===== config.mk =====
export PLATFORM = sky130hd
export DESIGN_NAME = fp_cmp_wb
export DESIGN_NICKNAME = d
export VERILOG_FILES = /design/src/rtl/fp_cmp_wb.sv
export SDC_FILE = /design/constraint.sdc
export NUM_CORES = 1
export LEC_CHECK = 0
export ABC_AREA = 1
export BUFFER_PORTS_ARGS = -buffer_cell sky130_fd_sc_hd__buf_2
export CORE_MARGIN = 2
export CORE_UTILIZATION = 39
export DETAILED_ROUTE_END_ITERATION = 7
export GPL_TIMING_DRIVEN = 0
export PLACE_DENSITY = 0.87
export SYNTH_ARGS = -nofsm -noshare
export SYNTH_HDL_FRONTEND = slang
export SYNTH_SLANG_ARGS = --single-unit

===== constraint.sdc =====
create_clock -name in_clk -period 2.9 [get_ports in_clk]
set_clock_uncertainty 0.15 [all_clocks]
set_input_delay 0.145 -clock in_clk [delete_from_list [all_inputs] [get_ports in_clk]]
set_output_delay 0.145 -clock in_clk [all_outputs]
set_load 0.01 [all_outputs]

===== src/rtl/fp_cmp_wb.sv =====
// fp_cmp_wb: FP compare writeback buffer (2-entry) with sticky fflags; FP_CMP_WB_CNT_EN adds a retire counter
module fp_cmp_wb #(
  parameter int DATA_WIDTH     = 64,
  parameter int REG_ADDR_WIDTH = 5
) (
  input  logic                      in_clk,
  input  logic                      in_rst,
  input  logic                      in_valid,
  output logic                      out_ready,
  input  logic [DATA_WIDTH-1:0]     in_data,
  input  logic                      in_flag_NV,
  input  logic [REG_ADDR_WIDTH-1:0] in_rd,
  output logic                      out_wr_en,
  output logic [REG_ADDR_WIDTH-1:0] out_wr_addr,
  output logic [DATA_WIDTH-1:0]     out_wr_data,
  input  logic                      in_wr_ack,
  input  logic                      in_fflags_clr,
`ifdef FP_CMP_WB_CNT_EN
  output logic [15:0]               out_cmp_count,
`endif
  output logic [4:0]                out_fflags
);
  localparam int EW = REG_ADDR_WIDTH + 2;
  typedef enum logic [1:0] {EMPTY, ONE, FULL} state_t;
  state_t state_q, state_d;
  logic [EW-1:0] e0_q, e0_d, e1_q, e1_d, in_e;
  logic [REG_ADDR_WIDTH-1:0] head_rd;
  logic nv_q, nv_d, push, pop, busy, unused_data;
  assign unused_data = ^in_data[DATA_WIDTH-1:1];
  assign in_e = {in_rd, in_data[0], in_flag_NV};
  assign head_rd = e0_q[EW-1:2];
  assign busy = state_q != EMPTY;
  assign out_ready = state_q != FULL;
  assign out_wr_en = busy && head_rd != '0;
  assign out_wr_addr = busy ? head_rd : '0;
  assign out_wr_data = {{(DATA_WIDTH-1){1'b0}}, busy & e0_q[1]};
  assign out_fflags = {nv_q, 4'b0};
  // handshake decode, next state, shift-FIFO contents and sticky NV
  always_comb begin
    push = in_valid && out_ready;
    pop = busy && (head_rd == '0 || in_wr_ack);
    state_d = state_q == EMPTY ? (push ? ONE : EMPTY)
            : state_q == ONE   ? (push && !pop ? FULL : !push && pop ? EMPTY : ONE)
            :                    (pop ? ONE : FULL);
    e0_d = pop ? (state_q == FULL ? e1_q : in_e) : (busy ? e0_q : in_e);
    e1_d = (state_q == ONE && push && !pop) ? in_e : e1_q;
    nv_d = (in_fflags_clr ? 1'b0 : nv_q) | (pop & e0_q[0]);
  end
  // state and buffer registers
  always_ff @(posedge in_clk or posedge in_rst) begin
    if (in_rst) begin
      state_q <= EMPTY;
      e0_q <= '0;
      e1_q <= '0;
      nv_q <= 1'b0;
    end else begin
      state_q <= state_d;
      e0_q <= e0_d;
      e1_q <= e1_d;
      nv_q <= nv_d;
    end
  end
`ifdef FP_CMP_WB_CNT_EN
  logic [15:0] cnt_q, cnt_d;
  assign cnt_d = cnt_q + 16'(pop);
  assign out_cmp_count = cnt_q;
  // retired-entry counter, wraps naturally at 16 bits
  always_ff @(posedge in_clk or posedge in_rst) begin
    if (in_rst) cnt_q <= '0;
    else cnt_q <= cnt_d;
  end
`endif
endmodule


==> results of run 1 <==
area by class of cell:
cell class / instances / area (um^2) / share of cell area
flip-flops and latches: 17 / 425 / 0.219
plain buffers: 71 / 534 / 0.274
clock buffers: 4 / 45.0 / 0.0231
well taps: 48 / 60.1 / 0.0308
repair buffers: 22 / 120 / 0.0617
multi-input cells: 144 / 676 / 0.347
inverters: 23 / 86.3 / 0.0443
cell families (layout without fill, tap and decap cells):
| logic type | count (synthesis) | count (layout) | share of synthesized area |
|---|---|---|---|
| adder cells (fa/ha/maj) | 1 | 1 | 0.00849 |
| buffers and inverters | 94 | 120 | 0.421 |
| AND/OR/NAND/NOR | 68 | 68 | 0.240 |
| AO/OA/AOI/OAI | 8 | 8 | 0.0390 |
| flip-flops | 17 | 17 | 0.289 |
| other | 1 | 67 | 0.00254 |
state kept, by name, indices dropped and copies added, names as in the netlist:
signal	flops
e1_q	7
e0_q	7
nv_q	1
state_q	2
worst register-to-register path: cells and delay by family, from the launching register on:
family,cells,cell delay [ns]
compound gates,1,0.09
fa+ha+maj,1,0.27
buf+inv,1,0.17
flops,1,0.38
simple gates,5,0.55
metal layers:
metal,GRT usage,vias up
met1,0.141,495
met2,0.240,79
li1,-,629
met3,0.0257,9
met5,0,-
met4,0.0859,0
synth_stat cells, drive strengths merged:
cell | instances | area share
nor2 | 12 | 0.046
o211ai | 1 | 0.0051
inv | 23 | 0.059
o21ai | 5 | 0.027
nand2 | 31 | 0.098
nand3 | 25 | 0.097
dfrtp | 17 | 0.29
a21oi | 2 | 0.0068
ha | 1 | 0.0085
buf | 71 | 0.36
conb | 1 | 0.0025
worst paths after layout:
path | start | to | slack [ns] | cells after the start
max in group asynchronous | in_rst | e1_q[6] | 1.81 | 3
min in group asynchronous | in_rst | e0_q[4] | 0.38 | 3
setup reg to reg | e0_q[3] | state_q[0] | 1.17 | 8
setup / recovery | e0_q[3] | state_q[0] | 1.17 | 8
hold reg to reg | e1_q[4] | e1_q[4] | 0.34 | 2
hold / removal | in_rd[1] | e0_q[3] | 0.003 | 3
per-stage QoR:
stage,hold slack [ns],cell area (um^2)
global route,0.0168,1950
detailed placement,0.119,1880
finish,0.00297,1950
floorplan,-0.0789,1720
CTS,0.00234,1950
global placement,0.0940,1880
power groups by stage:
stage	Combinational (uW)	Clock, uW	Sequential [uW]
after floorplan	527	0	420
after global placement	657	0	431
after detailed placement	678	0	440
after CTS	688	183	436
after global routing	770	197	452
final	683	179	435
==> results.ini, run 1 <==
[run_status]
outcome = finished, final reports clean

[clock_network]
cts_resized = 0
cts.sinks = 17
cts_root_buf = clkbuf_8
clk_pin_slew_ns = 0.06
cts_hold_buf = 2
htree_levels = 1
cts_buffer_depth = 2
numCtsBuffers = 3
insertion_delay_ns = 0.25
cts_tree = done
postCtsSetupRepairBufs = 0

[worst_setup_path]
worstSetupEndpointType = flip-flop
worstSetupStartpointType = flip-flop
crit_path_max_incr_delay_ns = 0.38
crit_family = simple AND/OR/NAND/NOR gates
critPathKind = flip-flop to flip-flop
cp.arrival_ns = 1.71
crit_slowest_cell = dfrtp_1
worst-path-max-fanout = 10
cp_cell_sequence = nor2_1 > nand3_2 > nand2_4 > buf_4 > nand2_1 > ha_1 > nand3_1 > o211ai_1
cp_num_buf_inv = 1
required_ns = 2.88

[layout]
nFillCells = 378
nNetsFinal = 358
post-route-util = 0.536
diodes = 0
mostFrequentLayoutCell = buf_4
drive_gt1_frac = 0.399
layout_common_cells = buf_4 (69), conb_1 (67), nand2_1 (24)
fin_cells = 329
area_growth_pct = 32.1

[power_and_ir_drop]
power_frac_comb = 0.527
intPower_uw = 730
irDropWorstVdd_mv = 0.292
p_switching_uw = 567
power_uw = 1300
p_seq_frac = 0.335
swShare = 0.437
power.density_nw_per_um2 = 666
p_clk_frac = 0.138
total_leakage_power_uw = 0.00122

[die]
num_rows = 22
fp.dieW_um = 65.5
die_area_um2 = 4290
pin_count = 151
start_util = 0.406
fp.dieH_um = 65.5
core_region_area_um2 = 3630

[route]
route.met2.wl_um = 1310
drtIter0Drc = 35
dr.pass1.iters = 4
detail-route-antenna-nets = 0
remaining_drc_errors = 0
wl_per_cell_um = 8.40
top_layer = met4
wl_um = 2760
routedLengthMet1_um = 1020
wl_met3_um = 325
vias = 1212
avgViaCountPerCell = 3.68

[timing]
tightest_slew_ns = 0.638
tns_ns = 0
finalCriticalPeriod_ns = 1.73
finalSetupViolations = 0
rsz0062_at_grt = false
fin_crit_sh = 0.597
fin_ws_ns = 1.17
max_slew_margin = 0.574
drv_slew = 0
finalHoldViolCount = 0
fmax_ghz = 0.577

[global_routing]
grt_pass1_vias = 1072
grt_usage = 0.133
antenna_found_initial = 0
grt_max_degree = 18
grt_overflow = 0
grt_first_pass_wirelength_um = 4460

[placed_design]
dp_slack_ns = 1.18
dpl.hpwl_um = 2290
place_congestion = 0.797
port_buffers = 20
place_inst = 323

[yosys]
synth-seq-area-share = 0.289
ys_ff_latch = 17
synth_area_um2 = 1470
avgSynthCellArea_um2 = 7.80
ys_warn_count = 0
ys_types = 20
syn_inst = 189

[run]
maxCapViolCount = 0

[worst_hold_path]
hold_class = input port to flip-flop

(Power assumes the default switching activity.)
==> run 2: changes to the inputs <==
- ABC_AREA: 1 -> 0
- CORE_UTILIZATION: 39 -> 35
- PLACE_DENSITY: 0.87 -> 0.81
- clock period: 2.9 -> 1.7 ns (I/O delays scaled with it)
==> run 2 against run 1 <==
Compared with the run above:
- critical path depth is 3 lower
- sequential cell count stayed put
- cell count is 6.4% lower
- via count is 8.0% lower
- routed wire length is 6.0% higher
- global-route usage is 1.4 points lower
- design area is 7.0% higher
==> results.ini, run 2 <==
[run_status]
outcome = finished, final reports clean

[clock_network]
clk_pin_slew_ns = 0.07
insertion_delay_ns = 0.25
numCtsBuffers = 3
cts_tree = done
cts.sinks = 17
htree_levels = 1
cts_root_buf = clkbuf_8
cts_buffer_depth = 2

[route]
wl_um = 2930
dr.pass1.iters = 4
vias = 1115
avgViaCountPerCell = 3.62
detail-route-antenna-nets = 0
drtIter0Drc = 16
remaining_drc_errors = 0
wl_per_cell_um = 9.51

[power_and_ir_drop]
power_uw = 2550
total_leakage_power_uw = 0.00118
p_seq_frac = 0.317
p_switching_uw = 1050
intPower_uw = 1510
p_clk_frac = 0.121
power_frac_comb = 0.562
power.density_nw_per_um2 = 1230
swShare = 0.410
irDropWorstVdd_mv = 1.01

[die]
start_util = 0.359
core_region_area_um2 = 3940
die_area_um2 = 4570
pin_count = 151
num_rows = 23
fp.dieH_um = 67.6
fp.dieW_um = 67.6

[yosys]
synthTopCellsByArea = buf_4 (36%), dfrtp_1 (30%), mux2_4 (7.4%), nor2b_1 (4.4%), nor2_1 (1.9%)
synth-seq-area-share = 0.301
ys_ff_latch = 17
synth.most_common_cell = buf_4
synth_flop_cell = dfrtp_1
avgSynthCellArea_um2 = 9.25
ys_warn_count = 0
synth_area_um2 = 1420
syn_inst = 153
synth_common_cells = buf_4 (68), dfrtp_1 (17), nor2b_1 (10)
ys_types = 28
synth-edff-count = 0
async_reset_ff_frac = 1.00
synth_top_area_share = 0.361
synth_area_leader_cell = buf_4

[worst_setup_path]
required_ns = 1.46
worstSetupEndpointType = output port
critPathKind = flip-flop to output port
worst-path-max-fanout = 3
cp.arrival_ns = 1.43
worstSetupStartpointType = flip-flop

[layout]
final_cell_area_um2 = 2080
nFillCells = 361
diodes = 0
area_growth_pct = 47.2
mostFrequentLayoutCell = buf_4
fin_cells = 308
top_regs = e0_q x7, e1_q x7, state_q x2
post-route-util = 0.528
layout_common_cells = buf_4 (74), conb_1 (67), buf_2 (21)
nNetsFinal = 335
drive_gt1_frac = 0.469

[global_routing]
grt_overflow = 0
grt_max_degree = 18
antenna_found_initial = 0
grt_first_pass_wirelength_um = 4130
grt_pass1_vias = 925
grt_usage = 0.119

[timing]
fin_crit_sh = 0.980
fmax_ghz = 0.600
finalSetupViolations = 0
finalCriticalPeriod_ns = 1.67
tightest_slew_ns = 0.648
drv_slew = 0
finalHoldViolCount = 0
rsz0062_at_grt = true
max_slew_margin = 0.568

[placed_design]
dpl.hpwl_um = 2150
port_buffers = 20
placed_area_um2 = 1830
place_congestion = 0.780
place_inst = 289

[worst_hold_path]
hold_class = input port to flip-flop

[run]
maxCapViolCount = 0

## run 2: cell types whose count changed after synthesis, moves of 4 or more
cell,before,now
nand3_1,23,1
nand2_1,24,4
inv_1,21,6
nor2b_1,0,10
mux2_4,0,7
nand2_2,5,0
o21ai_2,4,0
## run 2: area by class of cell
cell class,instances,area (um^2),share of cell area
plain buffers,69,515,0.247
clock buffers,3,41.3,0.0198
well taps,50,62.6,0.0300
multi-input cells,126,759,0.365
flip-flops and latches,17,428,0.205
inverters,6,25.0,0.0120
repair buffers,36,246,0.118
clock inverters,1,5.00,0.00240
## run 2: repair_timing
item,4_1_cts,5_1_grt
hold endpoints to repair,29,0
pin swaps,3,5
buffers inserted,3,4
resized for setup,4,13
hold buffers,9,0
setup endpoints to repair,8,15
## run 2: per-stage QoR
| step | setup slack [ns] | setup TNS (ns) | hold WS, ns |
|---|---|---|---|
| finish | 0.0345 | 0 | 0.0765 |
| global route | -0.0324 | -0.0541 | 0.105 |
| CTS | -0.0718 | -0.192 | 0.0741 |
| detailed placement | -0.207 | -0.303 | 0.0603 |
| global placement | -0.165 | -0.223 | 0.0564 |
| floorplan | -0.0210 | -0.0210 | -0.139 |
## run 2: path summary, 6_finish.rpt
kind,start,endpoint,slack (ns),cells after the start
min in group asynchronous,in_rst,e0_q[5],0.32,3
min,in_wr_ack,e0_q[2],0.08,3
max in group asynchronous,in_rst,state_q[0],0.63,3
max,e0_q[3],out_wr_en,0.03,5
min reg2reg,e1_q[3],e1_q[3],0.37,1
max reg2reg,e0_q[3],e1_q[4],0.05,5
## run 2: kinds of logic (layout without fill, tap and decap cells)
| kind of cell | after synthesis | count (layout) | synth area share |
|---|---|---|---|
| other cells | 1 | 67 | 0.00265 |
| flops | 17 | 17 | 0.301 |
| simple gates | 32 | 32 | 0.126 |
| buf+inv | 76 | 115 | 0.388 |
| mux | 7 | 7 | 0.0743 |
| fa+ha+maj | 1 | 1 | 0.00884 |
| compound gates | 19 | 19 | 0.0999 |
## run 2: per-layer routing
layer / global-route usage / wire length (um) / up-vias
met2: 0.205 / 1420 / 70
li1: - / - / 582
met3: 0.0417 / 349 / 0
met5: 0 / 0 / -
met1: 0.149 / 1160 / 463
met4: 0.0102 / 0 / 0
## run 2: worst max-delay path, cell delays in order, from the launching register on
cell and delay (ns):
dfrtp_1 0.41, nor3_4 0.25, buf_4 0.17, and2_1 0.14, nor2_1 0.07, buf_2 0.15
## run 2: power by group through the flow
stage                     sequential, uW  clock, uW  combinational (uW)
final                                811        308                1430
after global routing                 834        325                1580
after CTS                            784        308                1250
after detailed placement             786          0                1180
after global placement               773          0                1160
after floorplan                      742          0                 923
